[config.mk]
export PLATFORM = sky130hd
export DESIGN_NAME = clk_div_bank
export DESIGN_NICKNAME = d
export VERILOG_FILES = /design/src/rtl/clk_div_pkg.sv /design/src/rtl/clk_div_ch.sv /design/src/rtl/clk_div_bank.sv
export SDC_FILE = /design/constraint.sdc
export NUM_CORES = 1
export LEC_CHECK = 0
export BUFFER_PORTS_ARGS = -buffer_cell sky130_fd_sc_hd__buf_4
export CAP_MARGIN = 0
export CORE_MARGIN = 2
export CORE_UTILIZATION = 56
export DETAILED_ROUTE_END_ITERATION = 6
export PLACE_DENSITY_LB_ADDON = 0.3
export SLEW_MARGIN = 10
export SYNTH_ARGS = -nofsm -noshare
export SYNTH_HDL_FRONTEND = slang
export SYNTH_SLANG_ARGS = --single-unit
[constraint.sdc]
create_clock -name clk -period 2.82 [get_ports clk]
set_input_delay 0.282 -clock clk [delete_from_list [all_inputs] [get_ports clk]]
set_output_delay 0.282 -clock clk [all_outputs]
set_load 0.005 [all_outputs]
[src/rtl/clk_div_pkg.sv]
// clk_div_pkg
//   Shared constants and types for the clock-divider bank.
//   CNT_W_DEF   : default divisor/counter width
//   DEF_DIV_DEF : divisor loaded into every channel at reset
//                 (toggle every 2500 clk -> 10 kHz from 50 MHz)
//   ch_state_t  : one channel's architectural state
//   ch_w()      : channel-index width, never narrower than one bit
package clk_div_pkg;

   localparam int unsigned CNT_W_DEF   = 16;
   localparam int unsigned DEF_DIV_DEF = 2500;

   typedef struct packed {
      logic [CNT_W_DEF-1:0] cnt;
      logic [CNT_W_DEF-1:0] div_act;
      logic [CNT_W_DEF-1:0] div_pend;
      logic                 pend_vld;
      logic [CNT_W_DEF-1:0] phase;
   } ch_state_t;

   function automatic int unsigned ch_w(input int unsigned n);
      return (n > 1) ? $clog2(n) : 1;
   endfunction

endpackage

[src/rtl/clk_div_ch.sv]
// clk_div_ch
//   One divider channel: counter, 50%-duty toggle output, tick strobe and
//   pending-divisor handling so that a new divisor takes effect only at a
//   period boundary.
//   Optional feature macro: CLK_DIV_BANK_PHASE_EN (adds i_wr_phase and a
//   phase register loaded into the counter on sync).
// Ports
//   i_clk      system clock
//   i_rst_n    asynchronous active-low reset
//   i_en       channel run enable
//   i_sync     global phase realign
//   i_wr_hit   accepted divisor write addressed to this channel
//   i_wr_div   new divisor
//   i_wr_phase new phase offset (CLK_DIV_BANK_PHASE_EN only)
//   o_clk_out  divided clock, period 2*D
//   o_tick     one-cycle strobe on every o_clk_out toggle
//   o_busy     a pending divisor is waiting for the period boundary
module clk_div_ch
   import clk_div_pkg::*;
#(
   parameter int unsigned CNT_W   = CNT_W_DEF,
   parameter int unsigned DEF_DIV = DEF_DIV_DEF
) (
   input  logic             i_clk,
   input  logic             i_rst_n,
   input  logic             i_en,
   input  logic             i_sync,
   input  logic             i_wr_hit,
   input  logic [CNT_W-1:0] i_wr_div,
`ifdef CLK_DIV_BANK_PHASE_EN
   input  logic [CNT_W-1:0] i_wr_phase,
`endif
   output logic             o_clk_out,
   output logic             o_tick,
   output logic             o_busy
);

   localparam logic [CNT_W-1:0] DEF_DIV_L = CNT_W'(DEF_DIV);

   logic [CNT_W-1:0] r_cnt;
   logic [CNT_W-1:0] r_div_act;
   logic [CNT_W-1:0] r_div_pend;
   logic             r_pend_vld;
   logic             r_clk_out;
   logic             r_tick;

   logic             w_run;
   logic             w_tc;
   logic [CNT_W-1:0] w_div_next;
   logic [CNT_W-1:0] w_cnt_sync;

   // A zero divisor parks the channel exactly like a cleared enable.
   assign w_run = i_en && (r_div_act != '0);
   assign w_tc  = w_run && (r_cnt == r_div_act - 1'b1);

   // Divisor that becomes active when one is loaded at this edge: a write in
   // the same cycle beats an older pending value.
   assign w_div_next = i_wr_hit   ? i_wr_div   :
                       r_pend_vld ? r_div_pend : r_div_act;

`ifdef CLK_DIV_BANK_PHASE_EN
   logic [CNT_W-1:0] r_phase;
   logic [CNT_W-1:0] w_phase_next;

   always_ff @(posedge i_clk or negedge i_rst_n) begin
      if (!i_rst_n) begin
         r_phase <= '0;
      end else if (i_wr_hit) begin
         r_phase <= i_wr_phase;
      end
   end

   // Phase is judged against the divisor that is active after this edge.
   assign w_phase_next = i_wr_hit ? i_wr_phase : r_phase;
   assign w_cnt_sync   = (w_phase_next < w_div_next) ? w_phase_next : '0;
`else
   assign w_cnt_sync   = '0;
`endif

   always_ff @(posedge i_clk or negedge i_rst_n) begin
      if (!i_rst_n) begin
         r_cnt      <= '0;
         r_div_act  <= DEF_DIV_L;
         r_div_pend <= '0;
         r_pend_vld <= 1'b0;
         r_clk_out  <= 1'b0;
         r_tick     <= 1'b0;
      end else if (i_sync) begin
         r_cnt      <= w_cnt_sync;
         r_div_act  <= w_div_next;
         r_pend_vld <= 1'b0;
         r_clk_out  <= 1'b0;
         r_tick     <= 1'b0;
      end else if (!w_run) begin
         // Idle: a write takes effect at once and restarts the count.
         r_tick <= 1'b0;
         if (i_wr_hit) begin
            r_div_act  <= i_wr_div;
            r_cnt      <= '0;
            r_pend_vld <= 1'b0;
         end
      end else if (w_tc) begin
         r_cnt      <= '0;
         r_clk_out  <= ~r_clk_out;
         r_tick     <= 1'b1;
         r_div_act  <= w_div_next;
         r_pend_vld <= 1'b0;
      end else begin
         r_cnt  <= r_cnt + 1'b1;
         r_tick <= 1'b0;
         if (i_wr_hit) begin
            r_div_pend <= i_wr_div;
            r_pend_vld <= 1'b1;
         end
      end
   end

   assign o_clk_out = r_clk_out;
   assign o_tick    = r_tick;
   assign o_busy    = r_pend_vld;

endmodule

[src/rtl/clk_div_bank.sv]
// clk_div_bank
//   Bank of NUM_CH independent, runtime-programmable clock dividers running
//   from the system clock, with a shared divisor write port and a global
//   sync that realigns every channel.
//   Optional feature macro: CLK_DIV_BANK_PHASE_EN (adds wr_phase; each
//   accepted write also sets that channel's sync phase offset).
// Ports
//   clk      system clock
//   rst      asynchronous active-low reset
//   ch_en    per-channel run enable
//   sync     one-cycle global phase realign
//   wr_en    divisor write strobe
//   wr_ch    target channel
//   wr_div   new divisor D
//   wr_phase new phase offset (CLK_DIV_BANK_PHASE_EN only)
//   wr_ack   pulse the cycle after an accepted write
//   wr_err   pulse the cycle after a write to a non-existent channel
//   clk_out  divided outputs, period 2*D clk
//   tick     one-cycle strobe coincident with each clk_out toggle
//   busy     channel holds a divisor not yet applied
module clk_div_bank
   import clk_div_pkg::*;
#(
   parameter  int unsigned NUM_CH  = 4,
   parameter  int unsigned CNT_W   = CNT_W_DEF,
   parameter  int unsigned DEF_DIV = DEF_DIV_DEF,
   localparam int unsigned CH_W    = ch_w(NUM_CH)
) (
   input  logic              clk,
   input  logic              rst,
   input  logic [NUM_CH-1:0] ch_en,
   input  logic              sync,
   input  logic              wr_en,
   input  logic [CH_W-1:0]   wr_ch,
   input  logic [CNT_W-1:0]  wr_div,
`ifdef CLK_DIV_BANK_PHASE_EN
   input  logic [CNT_W-1:0]  wr_phase,
`endif
   output logic              wr_ack,
   output logic              wr_err,
   output logic [NUM_CH-1:0] clk_out,
   output logic [NUM_CH-1:0] tick,
   output logic [NUM_CH-1:0] busy
);

   // One extra bit so the range check also works when NUM_CH is a power of two.
   localparam logic [CH_W:0] NUM_CH_L = (CH_W + 1)'(NUM_CH);

   logic              w_ch_ok;
   logic [NUM_CH-1:0] w_wr_hit;
   logic              r_wr_ack;
   logic              r_wr_err;

   assign w_ch_ok = ({1'b0, wr_ch} < NUM_CH_L);

   always_ff @(posedge clk or negedge rst) begin
      if (!rst) begin
         r_wr_ack <= 1'b0;
         r_wr_err <= 1'b0;
      end else begin
         r_wr_ack <= wr_en && w_ch_ok;
         r_wr_err <= wr_en && !w_ch_ok;
      end
   end

   assign wr_ack = r_wr_ack;
   assign wr_err = r_wr_err;

   for (genvar g = 0; g < NUM_CH; g++) begin : g_ch
      assign w_wr_hit[g] = wr_en && w_ch_ok && (wr_ch == CH_W'(g));

      clk_div_ch #(
         .CNT_W   (CNT_W),
         .DEF_DIV (DEF_DIV)
      ) u_ch (
         .i_clk      (clk),
         .i_rst_n    (rst),
         .i_en       (ch_en[g]),
         .i_sync     (sync),
         .i_wr_hit   (w_wr_hit[g]),
         .i_wr_div   (wr_div),
`ifdef CLK_DIV_BANK_PHASE_EN
         .i_wr_phase (wr_phase),
`endif
         .o_clk_out  (clk_out[g]),
         .o_tick     (tick[g]),
         .o_busy     (busy[g])
      );
   end

endmodule

Yosys cells after proc, flatten, opt, wreduce, memory -nomap -nowiden --
Cells that the tools add are included.
Word-level totals: flip-flop bits (word level) 205, input port bits 26, output and inout port bits 14, logic and storage cells 186
Operators by class: add/sub/neg operators 8, equal/unequal tests 11, mux-type cells 84, bitwise operators 9, reductions and logical operators 49
Operators with widths (count):
- two-way mux 16 bit | 40
- adder 16 x 1 -> 16 bit (second input constant) | 4
- == test 16 bit | 4
- nonzero test 16 bit | 4
- subtractor 16 x 1 -> 16 bit (second input constant) | 4
- two-way mux 1 bit | 44
- AND reduction 2 bit | 12
- nonzero test 3 bit | 8
- AND reduction 4 bit | 4
- nonzero test 2 bit | 8
- logical AND 1 bit | 12
- != test 3 bit (second input constant) | 4
- NOT 1 bit | 9
- == test 2 bit (second input constant) | 2
- == test 2 x 1 -> 1 bit (second input constant) | 1
- logical NOT 2 bit | 1

Longest topological paths before layout --
depth after elaboration 6, mapped depth 12, depth with buffers taken out 9

Cells and area by module --
Synthesis repeated with hierarchy kept, for this count alone.
Second synthesis, totals: cell total of the unflattened synthesis 1204, area total of the unflattened synthesis 12388.1 um^2
Modules (own cells, without submodules):
- clk_div_ch (g_ch[0].u_ch ...) | instances 2, cells an instance 303, area each 3168.0 um^2, seq. area each 1282.5 um^2
- clk_div_ch (g_ch[3].u_ch) | instances 1, cells an instance 308, area each 3047.9 um^2, seq. area each 1282.5 um^2
- clk_div_ch (g_ch[2].u_ch) | instances 1, cells an instance 283, area each 2930.3 um^2, seq. area each 1282.5 um^2
- clk_div_bank | instances 1, cells an instance 7, area each 73.8 um^2, seq. area each 25.0 um^2

Worst setup path before layout --
Ideal clock, no wire load.
kind register -> register, start register g_ch[0].u_ch.r_div_act[0], end register g_ch[0].u_ch.r_div_pend[11], setup time 0.125 ns, data arrival time 2.990 ns, data required time 2.695 ns, slack -0.294 ns, cell stages (with the launch flop) 11, buffers on the path 1, period minus slack after synthesis 3.114 ns, cells stage by stage dfrtp_1 > inv_1 > ha_1 > nor3b_2 > a21oi_1 > a31o_2 > a221oi_1 > nor4b_4 > nor3b_2 > buf_4 > mux2_2
Between the ends: cells in the longest elaborated chain, start to end 5, elaborated cells between the ends (all ways) 7, those cells by class 1 x add/sub; 1 x eq/ne; 1 x bitwise; 4 x reduce/logical
Ends and longest elaborated chain:
- from (decl) | RTL line clk_div_ch.sv:41 | logic [CNT_W-1:0] r_div_act;
- from (signal assigned) | RTL line clk_div_ch.sv:90 | r_div_act <= w_div_next;
- from (signal assigned) | RTL line clk_div_ch.sv:98 | r_div_act <= i_wr_div;
- from (signal assigned) | RTL line clk_div_ch.sv:106 | r_div_act <= w_div_next;
- subtractor 16 x 1 -> 16 bit or nonzero test 16 bit (tied branches) | RTL line clk_div_ch.sv:54, clk_div_ch.sv:53
- == test 16 bit or logical AND 1 bit (tied branches) | RTL line clk_div_ch.sv:54, clk_div_ch.sv:53
- logical AND 1 bit | RTL line clk_div_ch.sv:54 | assign w_tc = w_run && (r_cnt == r_div_act - 1'b1);
- NOT 1 bit (no source line)
- AND reduction 4 bit (no source line) *
- to (signal assigned) | RTL line clk_div_ch.sv:112 | r_div_pend <= i_wr_div;
- to (decl) | RTL line clk_div_ch.sv:42 | logic [CNT_W-1:0] r_div_pend;
Every way passes the cells marked *; elsewhere a longest branch is shown, timed or not. A chain may end at the register's enable or synchronous reset.

Worst setup path in the final report --
start register g_ch[2].u_ch.r_div_act[0], end register g_ch[2].u_ch.r_div_act[1]
Between the ends: cells in the longest elaborated chain, start to end 5, elaborated cells between the ends (all ways) 10, those cells by class 1 x add/sub; 2 x eq/ne; 2 x mux; 5 x reduce/logical
Ends and longest elaborated chain (RTL line):
- from (decl) | clk_div_ch.sv:41
- from (signal assigned) | clk_div_ch.sv:90
- from (signal assigned) | clk_div_ch.sv:98
- from (signal assigned) | clk_div_ch.sv:106
- subtractor 16 x 1 -> 16 bit or nonzero test 16 bit (tied branches) | clk_div_ch.sv:54, clk_div_ch.sv:53
- == test 16 bit or logical AND 1 bit (tied branches) | clk_div_ch.sv:54, clk_div_ch.sv:53
- logical AND 1 bit | clk_div_ch.sv:54
- != test 3 bit (no source line)
- AND reduction 2 bit (no source line)
Several ways; a longest one is shown, not always the timed one.

==> metrics.md <==
| Metric | Value |
|---|---|
| WL final | `34.7 mm` |
| Most frequent cells in the layout | `dfrtp_1 (185), buf_4 (148), nor2_1 (82)` |
| Synth Area in Adders | `1.19%` |
| Mapped Nets | `1322` |
| Die Y | `154 um` |
| Register share of total power | `36.8%` |
| Crit path launch | `g_ch[2].u_ch.r_div_act[0]` |
| DPL Wire Length | `21.6 mm` |
| Fin crit period | `3040 ps` |
| Mapped Cells | `1284` |
| WP data required | `3220 ps` |
| Largest family of logic cells by synthesized area | `simple AND/OR/NAND/NOR gates` |
| Hold path start | `sync` |
| Worst Skew | `18.9 ps` |
| Maximum clock insertion buffer count | `3` |
| WL per Instance | `20.5 um` |
| Synth area leaders | `dfrtp_1 (37%), mux2_2 (5.6%), xnor2_1 (4.7%)` |
| WP data arrival | `3440 ps` |
| TritonRoute pass-1 iters | `6` |
| Cell internal pwr | `7.16 mW` |
| CTS sink cnt | `205` |
| Post-synth cell types | `83` |
| Hold Path Class | `in -> reg` |
| Fin crit share | `108%` |
| CTS root buf | `clkbuf_16` |
| Std cell rows | `55` |
| Pwr dens | `666 mW/mm2` |
| N_diodes | `0` |
| Vias per inst | `6.35` |
| Most common cell after layout, fill and taps aside | `dfrtp_1` |
| Share of the synthesized area in the top cell type | `36.6%` |
| Final Cell Area | `0.0160 mm2` |
| P_sw | `3.46 mW` |
| Crit path launch type | `flip-flop` |
| Drt initial violations | `899` |
| Max-Cap Viols | `0` |
| Violations in the final reports | `negative setup slack` |
| Setup CP Type | `reg -> reg` |
| Number of I/O port buffers | `38` |
| Outcome | `complete, but fails checks` |
| Final #Nets | `1425` |
| Worst r2r src | `g_ch[2].u_ch.r_div_act[0]` |
| Yosys Warn Count | `0` |
| Final setup margin | `-221 ps` |
| Post-synthesis mux area share | `6.13%` |
| Vias in the first global route | `10300` |
| Fill cells | `1549` |
| Final GP Congestion | `0.919` |
| Core Box Area | `0.0224 mm2` |
| Via count | `10700` |
| Sw Share | `32.6%` |
| CP endpoint kind | `flip-flop` |
| First-pass GRT wire length | `53.6 mm` |
| Share of cells above drive strength 1 | `33.2%` |
| Post-synthesis sequential area ratio | `40.7%` |
| DRT antenna net count | `0` |
| CTS tree | `built` |
| Worst VDD drop | `0.551 mV` |
| Finish-stage setup viols | `89` |
| Starting density of the core | `56.4%` |
| CTS clock-pin slew for the worst setup and hold paths | `60 ps` |
| Static leakage | `6.39 nW` |
| Compound-Gate Fraction of Synth Area | `17.3%` |
| Placed cell areas | `0.0139 mm2` |
| Total track usage | `27.3%` |
| Post-place setup slack | `-292 ps` |
| Largest net degree at the start of global routing | `63` |
| Area grow syn2layout | `26.1%` |
| I/O pin cnt | `40` |
| Worst skew pair latency | `540 ps` |
| TritonCTS Buffers | `23` |
| Synth Flop Type | `dfrtp_1` |
| Post-synth top area cell | `dfrtp_1` |
| Synth Area per Inst | `9.86 um2` |
| Full die area | `0.0238 mm2` |
| Grt ovf | `0` |
| Crit Path Max Fanout | `10` |
| Post-synthesis async set-or-reset flop share | `100%` |
| RSZ-0062 raised after global routing | `true` |
| Hold WS | `36.2 ps` |
| Post-synth EDFFs | `0` |
| Post-Synth Simple-Gate Area | `21.3%` |
| Worst slew pin tran | `723 ps` |
| Xor and xnor area share after synthesis | `8.21%` |
| Synthesized area | `0.0127 mm2` |
| Synthesized flop and latch total | `205` |
| DRC Markers | `0` |
| Max-slew violations | `0` |
| Number of H-tree levels | `1` |
| Logic pwr share | `33.6%` |
| Clock power frac | `29.6%` |
| Final hold viol count | `0` |
| Die Wd | `154 um` |
| Worst slew margin | `51.8%` |
| Antenna violations before repair | `0` |
| Max Fclk | `329 MHz` |
==> worst paths after layout <==
| kind | endpoint | slack [ps] | cells past startpoint |
|---|---|---|---|
| min in group asynchronous | g_ch[2].u_ch.r_div_act[14] | 290 | 2 |
| worst min register to register | g_ch[0].u_ch.r_div_pend[9] | 480 | 1 |
| worst max register to register | g_ch[2].u_ch.r_div_act[1] | -220 | 10 |
| max in group asynchronous | g_ch[2].u_ch.r_div_act[7] | 1650 | 3 |
| worst min-delay path | g_ch[0].u_ch.o_clk_out | 40 | 2 |
| worst max-delay path | g_ch[2].u_ch.r_div_act[1] | -220 | 10 |
==> critical path, stage by stage, from the launching register on <==
cell and delay (ps):
dfrtp_1 430, buf_6 140, or4_4 570, a2111oi_4 220, nor3_2 100, nand4b_1 180
or4b_4 600, buf_6 150, a21oi_4 270, buf_12 180, a2bb2oi_1 80
==> per-layer routing <==
layer	wire length, um	up-vias	global-route usage [%]
met5	0	-	0
met4	954	0	7.28
met3	1740	76	3.39
met2	17300	343	45.8
met1	14700	5398	37.8
li1	-	4913	-
==> cells by family after synthesis <==
kind of cell	count (synthesis)
other	1
adder cells (fa/ha/maj)	12
flip-flops	205
buffers and inverters	139
XOR/XNOR	117
AO/OA/AOI/OAI	293
AND/OR/NAND/NOR	448
multiplexers	69
==> sequential cells by signal, indices dropped and copies added (netlist names) <==
| signal | count |
|---|---|
| g_ch.u_ch.r_div_act | 64 |
| g_ch.u_ch.r_cnt | 64 |
| g_ch.u_ch.o_busy | 4 |
| g_ch.u_ch.o_clk_out | 4 |
| g_ch.u_ch.o_tick | 4 |
| g_ch.u_ch.r_div_pend | 64 |
| wr_ack | 1 |
==> power groups by stage <==
stage | Clock, mW | Sequential, mW | Combinational [mW]
after CTS | 3.17 | 3.87 | 3.10
after global placement | 0 | 3.87 | 2.77
after global routing | 3.30 | 3.96 | 3.82
after detailed placement | 0 | 3.90 | 2.84
after floorplan | 0 | 3.79 | 2.00
final | 3.14 | 3.90 | 3.57
==> cell type report <==
type                            count  area, um2  area share [%]
Clock buffer                       33        643            4.03
Clock inverter                      9        135           0.847
Inverter                           33        126           0.792
Multi-Input combinational cell    941       7870            49.3
Sequential cell                   205       5150            32.3
Tap cell                          285        357            2.24
Timing Repair Buffer              183       1670            10.5
==> cell usage after synthesis (all sizes together) (26+ instances only) <==
cell type  count
dfrtp        185
nor2          88
nand3b        70
mux2          68
xnor2         68
a21oi         66
o21ai         62
clkbuf        58
a2bb2oi       48
buf           48
xor2          48
nand2         47
inv           33
nand3         33
nor3          33
nand4         26
==> what timing repair did <==
action / 4_1_cts / 5_1_grt
hold endpoints to repair: 50 / 0
hold buffers: 2 / 0
setup buffers: 8 / 22
cloned: 2 / 2
pin swaps: 12 / 37
resized for setup: 86 / 113
setup endpoints to repair: 154 / 172
==> per-stage QoR <==
step                      utilization (%)  total power [mW]  setup TNS, ps  std cells
after floorplan                         -              5.80           -494       1284
after global placement               62.0              6.64          -7460       1614
after detailed placement             62.0              6.74         -14520       1614
after CTS                            67.4              10.1          -3020       1668
after global routing                 71.1              11.1         -22670       1689
final                                71.1              10.6         -11530       1689
Power figures use the tool's default switching activity.
